[src/rtl/msb_decode_pipe.sv]
// Leading-one decoder: rebuilds a 32-bit word from {zero, pos, frac} via a 5-stage right-shift pipeline.
// Latency 5 cycles; one beat/cycle; whole pipe freezes (bubbles kept) while out_valid && !out_ready.
module msb_decode_pipe (
    input  logic        clk,
    input  logic        rstn,
    input  logic        in_valid,
    output logic        in_ready,
    input  logic        in_zero,
    input  logic [4:0]  in_pos,
    input  logic [30:0] in_frac,
    output logic        out_valid,
    input  logic        out_ready,
    output logic [31:0] out_data
);

    logic        adv;
    logic [4:0]  shamt;
    logic [31:0] word0;

    logic [4:0]  vld_d,  vld_q;
    logic [31:0] word1_d, word1_q;
    logic [31:0] word2_d, word2_q;
    logic [31:0] word3_d, word3_q;
    logic [31:0] word4_d, word4_q;
    logic [31:0] word5_d, word5_q;
    logic [3:0]  sh1_d, sh1_q;
    logic [2:0]  sh2_d, sh2_q;
    logic [1:0]  sh3_d, sh3_q;
    logic        sh4_d, sh4_q;

    // 31 - pos is just the bitwise inverse of a 5-bit value
    assign shamt = ~in_pos;
    assign word0 = in_zero ? 32'h0 : {1'b1, in_frac};
    assign adv   = !vld_q[4] || out_ready;

    always_comb begin
        vld_d   = vld_q;
        word1_d = word1_q;
        word2_d = word2_q;
        word3_d = word3_q;
        word4_d = word4_q;
        word5_d = word5_q;
        sh1_d   = sh1_q;
        sh2_d   = sh2_q;
        sh3_d   = sh3_q;
        sh4_d   = sh4_q;
        if (adv) begin
            vld_d   = {vld_q[3:0], in_valid};
            word1_d = shamt[4] ? (word0   >> 16) : word0;
            sh1_d   = shamt[3:0];
            word2_d = sh1_q[3] ? (word1_q >> 8)  : word1_q;
            sh2_d   = sh1_q[2:0];
            word3_d = sh2_q[2] ? (word2_q >> 4)  : word2_q;
            sh3_d   = sh2_q[1:0];
            word4_d = sh3_q[1] ? (word3_q >> 2)  : word3_q;
            sh4_d   = sh3_q[0];
            word5_d = sh4_q    ? (word4_q >> 1)  : word4_q;
        end
    end

    always_ff @(posedge clk) begin
        if (!rstn) begin
            vld_q   <= '0;
            word1_q <= '0;
            word2_q <= '0;
            word3_q <= '0;
            word4_q <= '0;
            word5_q <= '0;
            sh1_q   <= '0;
            sh2_q   <= '0;
            sh3_q   <= '0;
            sh4_q   <= 1'b0;
        end else begin
            vld_q   <= vld_d;
            word1_q <= word1_d;
            word2_q <= word2_d;
            word3_q <= word3_d;
            word4_q <= word4_d;
            word5_q <= word5_d;
            sh1_q   <= sh1_d;
            sh2_q   <= sh2_d;
            sh3_q   <= sh3_d;
            sh4_q   <= sh4_d;
        end
    end

    assign in_ready  = adv;
    assign out_valid = vld_q[4];
    assign out_data  = word5_q;

endmodule

[config.mk]
export PLATFORM = sky130hd
export DESIGN_NAME = msb_decode_pipe
export DESIGN_NICKNAME = d
export VERILOG_FILES = /design/src/rtl/msb_decode_pipe.sv
export SDC_FILE = /design/constraint.sdc
export NUM_CORES = 1
export LEC_CHECK = 0
export ABC_AREA = 0
export BUFFER_PORTS_ARGS = -buffer_cell sky130_fd_sc_hd__buf_2
export CAP_MARGIN = 20
export CORE_MARGIN = 2
export CORE_UTILIZATION = 55
export CTS_BUF_LIST = sky130_fd_sc_hd__clkbuf_8
export DETAILED_ROUTE_END_ITERATION = 7
export PLACE_DENSITY = 0.78
export SLEW_MARGIN = 20
export SYNTH_ARGS = -nofsm -noshare
export SYNTH_HDL_FRONTEND = slang
export SYNTH_SLANG_ARGS = --single-unit
[constraint.sdc]
create_clock -name clk -period 1.2 [get_ports clk]
set_input_delay 0.12 -clock clk [delete_from_list [all_inputs] [get_ports clk]]
set_output_delay 0.12 -clock clk [all_outputs]
set_load 0.01 [all_outputs]
==> flow_metrics.py <==
metrics = {
    "timing": {
        "relSlewSlack_pct": 24.0,
        "hold_viol_final": 0,
        "worst_slack_ns": -0.230,
        "report.final.slew_viol_count": 0,
        "timing.clock.skew_ns": 0.0204,
        "worst_pin_slew_ns": 1.14,
        "finalCriticalPeriod_ns": 1.43,
        "hold_ws_ns": 0.0821,
        "setup_viol_count_final": 175,
        "maximum_operating_frequency_ghz": 0.699,
        "rsz_0062_raised_after_global_routing": "yes",
        "finalCritPeriodShare_pct": 119,
        "timing.setup.tns_ns": -16.69,
    },
    "clocking": {
        "worst_skew_pair.late_latency_ns": 0.48,
        "tritoncts": "built",
        "clkSlewWorstSetupHoldPaths_ns": 0.10,
        "numCtsBuffers": 17,
        "cts_sinks": 175,
        "ctsRootBufferMaster": "sky130_fd_sc_hd__clkbuf_8",
        "h-tree-depth": 4,
        "cts_buffer_depth": 2,
    },
    "worst_setup_path": {
        "r2r_endpoint": "word1_q[24]",
        "worstPathArrival_ns": 1.31,
        "reg2regPathDepth": 7,
        "r2r-start": "vld_q[4]",
        "worst_setup_path_startpoint": "vld_q[4]",
        "crit_type": "reg2out",
        "worst-path-max-fanout": 4,
        "worst-endpoint-required_ns": 1.08,
        "reg2reg_slack_ns": -0.18,
        "critPathCaptureType": "primary output",
        "element_type_at_the_critical_path_start": "flop",
    },
    "status": {
        "failed_checks": "setup timing",
        "run_status": "finished with violations",
    },
    "cells_and_area": {
        "seqCellArea_um2": 3510,
        "final_layout_size_suffix_gt1_share_pct": 20.4,
        "syn2layout_area_growth_pct": 23.0,
        "multi_input_gate_area_um2": 3930,
        "post-route-util_pct": 69.5,
        "fin_nets": 916,
        "final_area_um2": 9690,
        "final.fill_count": 987,
        "antenna-diode-count": 0,
    },
    "yosys": {
        "synth_sequential_area_ratio_pct": 44.5,
        "total_standard_cell_area_after_synthesis_um2": 7880,
        "synthesis_warnings": 0,
        "fraction_of_synthesized_cell_area_in_xor_and_xnor_cells_pct": 0,
        "synth_mux_area_share_pct": 14.4,
        "synth.net_count": 818,
        "synth_simple_gate_area_share_pct": 11.7,
        "largest_family_of_logic_cells_by_synthesized_area": "compound AO/OA/AOI/OAI gates",
        "syn_avg_cell_area_um2": 10.1,
        "synth_cells": 777,
        "synth_compound_gate_area_share_pct": 21.6,
        "synthAdderAreaFrac_pct": 0,
        "synthDistinctLibCells": 24,
        "ys_ff_latch": 175,
    },
    "grt": {
        "grt-busiest-layer": "met2",
        "met3_usage_grt_pct": 4.12,
        "vias_in_the_first_global_route": 6012,
        "first_pass_grt_wire_length_um": 29600,
        "globalRoute.totalOverflow": 0,
        "grt_use_met2_pct": 39.7,
        "number_of_antenna_violations_at_the_first_check_in_global_routing": 0,
        "gr_util_met1_pct": 32.1,
        "grtUsageTotal_pct": 24.6,
        "grt_start_max_net_pins": 61,
    },
    "floorplanning": {
        "pin_count": 75,
        "dieHeight_um": 124,
        "rows": 43,
        "initial_core_util_pct": 56.5,
        "dieWidth_um": 124,
        "std_cell_core_area_um2": 13900,
        "die_area_um2": 15300,
    },
    "pwr": {
        "power_density_nw_per_um2": 1170,
        "vdd_drop_max_mv": 1.50,
        "p_leak_nw": 5.13,
    },
    "worst_hold_path": {
        "hold_depth": 4,
        "hp-class": "in2reg",
        "min_delay_worst_endpoint": "word1_q[15]",
        "min_from": "in_frac[15]",
    },
    "drt": {
        "detailedRoute.firstPassIterationCount": 5,
        "via_density": 5.90,
        "detail_route.iter0.violations": 463,
        "final_antenna_net_count": 0,
        "routed_wl_um": 19400,
        "wl_per_cell_um": 18.1,
        "vias": 6304,
        "route.detailed.drc": 0,
    },
    "place": {
        "finalWeightedCongestion": 0.829,
        "port_buffer_cells": 74,
        "place_ws_ns": -0.102,
        "placed_cell_area_um2": 8250,
        "post-dp-hpwl_um": 10500,
    },
    "job": {
        "max_cap_viol_count": 0,
    },
}
-- worst max-delay path, cell delays in order (launching register included) --
cell,delay (ns)
sky130_fd_sc_hd__dfxtp_2,0.33
sky130_fd_sc_hd__nor2b_4,0.21
sky130_fd_sc_hd__inv_8,0.06
sky130_fd_sc_hd__buf_12,0.12
sky130_fd_sc_hd__buf_6,0.11
-- cells in the mapped netlist --
cell type                  number  area share [%]
sky130_fd_sc_hd__dfxtp_1      175              44
sky130_fd_sc_hd__nand2_1      169             8.1
sky130_fd_sc_hd__o211a_1      117              15
sky130_fd_sc_hd__mux2i_1      113              14
sky130_fd_sc_hd__a21boi_1      37             3.5
sky130_fd_sc_hd__buf_6         32             4.6
sky130_fd_sc_hd__buf_2         17             1.1
sky130_fd_sc_hd__nor2_1        16            0.76
sky130_fd_sc_hd__a221oi_1      15             1.7
sky130_fd_sc_hd__clkbuf_1      15            0.71
sky130_fd_sc_hd__nand3_1       15            0.95
sky130_fd_sc_hd__nand3b_1      15             1.4
sky130_fd_sc_hd__o21ai_0       15            0.95
sky130_fd_sc_hd__clkbuf_4       9            0.86
sky130_fd_sc_hd__a21boi_0       4            0.38
sky130_fd_sc_hd__buf_4          3            0.29
sky130_fd_sc_hd__nor2b_1        2            0.16
sky130_fd_sc_hd__o21a_1         2            0.19
sky130_fd_sc_hd__and2_1         1           0.079
sky130_fd_sc_hd__buf_1          1           0.048
sky130_fd_sc_hd__buf_12         1            0.25
sky130_fd_sc_hd__inv_6          1            0.11
sky130_fd_sc_hd__nor2b_4        1            0.17
sky130_fd_sc_hd__nor3_1         1           0.063
-- placed cells by master (no fill, tap or decap), types with 2 or more instances in the layout --
master and count:
sky130_fd_sc_hd__o21ai_0 2, sky130_fd_sc_hd__dfxtp_1 173, sky130_fd_sc_hd__nand2_1 167, sky130_fd_sc_hd__clkbuf_8 19
sky130_fd_sc_hd__a21boi_2 4, sky130_fd_sc_hd__nor2_1 15, sky130_fd_sc_hd__buf_12 17, sky130_fd_sc_hd__nor2b_1 2
sky130_fd_sc_hd__dlygate4sd3_1 37, sky130_fd_sc_hd__dfxtp_2 2, sky130_fd_sc_hd__a21boi_0 3, sky130_fd_sc_hd__bufinv_16 3
sky130_fd_sc_hd__o211a_1 117, sky130_fd_sc_hd__a221oi_4 4, sky130_fd_sc_hd__clkbuf_16 5, sky130_fd_sc_hd__o21ai_1 11
sky130_fd_sc_hd__clkinv_2 5, sky130_fd_sc_hd__nand2_2 2, sky130_fd_sc_hd__inv_1 2, sky130_fd_sc_hd__mux2i_1 112
sky130_fd_sc_hd__buf_6 10, sky130_fd_sc_hd__o21ai_2 2, sky130_fd_sc_hd__nand3_1 15, sky130_fd_sc_hd__buf_2 72
sky130_fd_sc_hd__buf_4 7, sky130_fd_sc_hd__clkinvlp_4 2, sky130_fd_sc_hd__a21boi_1 34, sky130_fd_sc_hd__nand3b_1 15
sky130_fd_sc_hd__a221oi_2 11, sky130_fd_sc_hd__buf_16 9, sky130_fd_sc_hd__o21a_1 2
-- power breakdown --
part,switching (mW),total [mW],internal (mW)
clock,2.11,4.25,2.14
sequential,0.125,6.08,5.96
combinational,0.494,1.01,0.514
total,2.73,11.3,8.61
-- cell type report --
| type | instances | share of cell area (%) |
|---|---|---|
| sequential | 175 | 36.2 |
| clock buffer | 19 | 2.70 |
| multi-input combinational | 523 | 40.6 |
| clock inverter | 13 | 1.51 |
| timing repair buffer | 157 | 16.6 |
| inverter | 1 | 0.116 |
| tap | 180 | 2.32 |
-- flip-flops by register name, summed over array words and instances (netlist names) --
name      cells
out_data     32
word1_q      32
word2_q      32
word3_q      32
word4_q      32
vld_q         5
sh1_q         4
sh2_q         3
sh3_q         2
sh4_q         1
-- routing by layer --
layer | part of all wire, % | up-vias | routed length, um
li1 | - | 2992 | -
met1 | 44 | 3032 | 8480
met2 | 48 | 228 | 9390
met3 | 4.9 | 52 | 949
met4 | 2.9 | 0 | 561
met5 | 0 | - | 0
-- per-stage QoR --
step | std cells | power (mW)
floorplan | 777 | 6.73
global placement | 980 | 6.94
detailed placement | 980 | 6.97
CTS | 1061 | 11.3
global route | 1068 | 11.7
finish | 1068 | 11.3
-- repair_timing --
item | 4_1_cts | 5_1_grt
gates resized for setup | 25 | 53
setup buffers | 6 | 2
pin swaps | 0 | 10
hold endpoints to repair | 37 | 0
endpoints found under the setup margin | 34 | 174
cloned | 7 | 6
hold buffers | 37 | 0
-- kinds of logic (layout without fill, tap and decap cells) --
| family | count (synthesis) | count (layout) |
|---|---|---|
| AOI/OAI and AO/OA | 190 | 190 |
| buffers and inverters | 79 | 190 |
| DFF | 175 | 175 |
| muxes | 113 | 113 |
| and+or+nand+nor | 220 | 220 |
-- worst max path at each step --
stage                  endpoint  slack (ns)
floorplan           word2_q[15]       0.002
global placement     word4_q[6]       -0.04
detailed placement  word1_q[14]       -0.10
CTS                    in_ready       -0.24
global route           in_ready       -0.26
finish                 in_ready       -0.23
(Power assumes the default switching activity.)
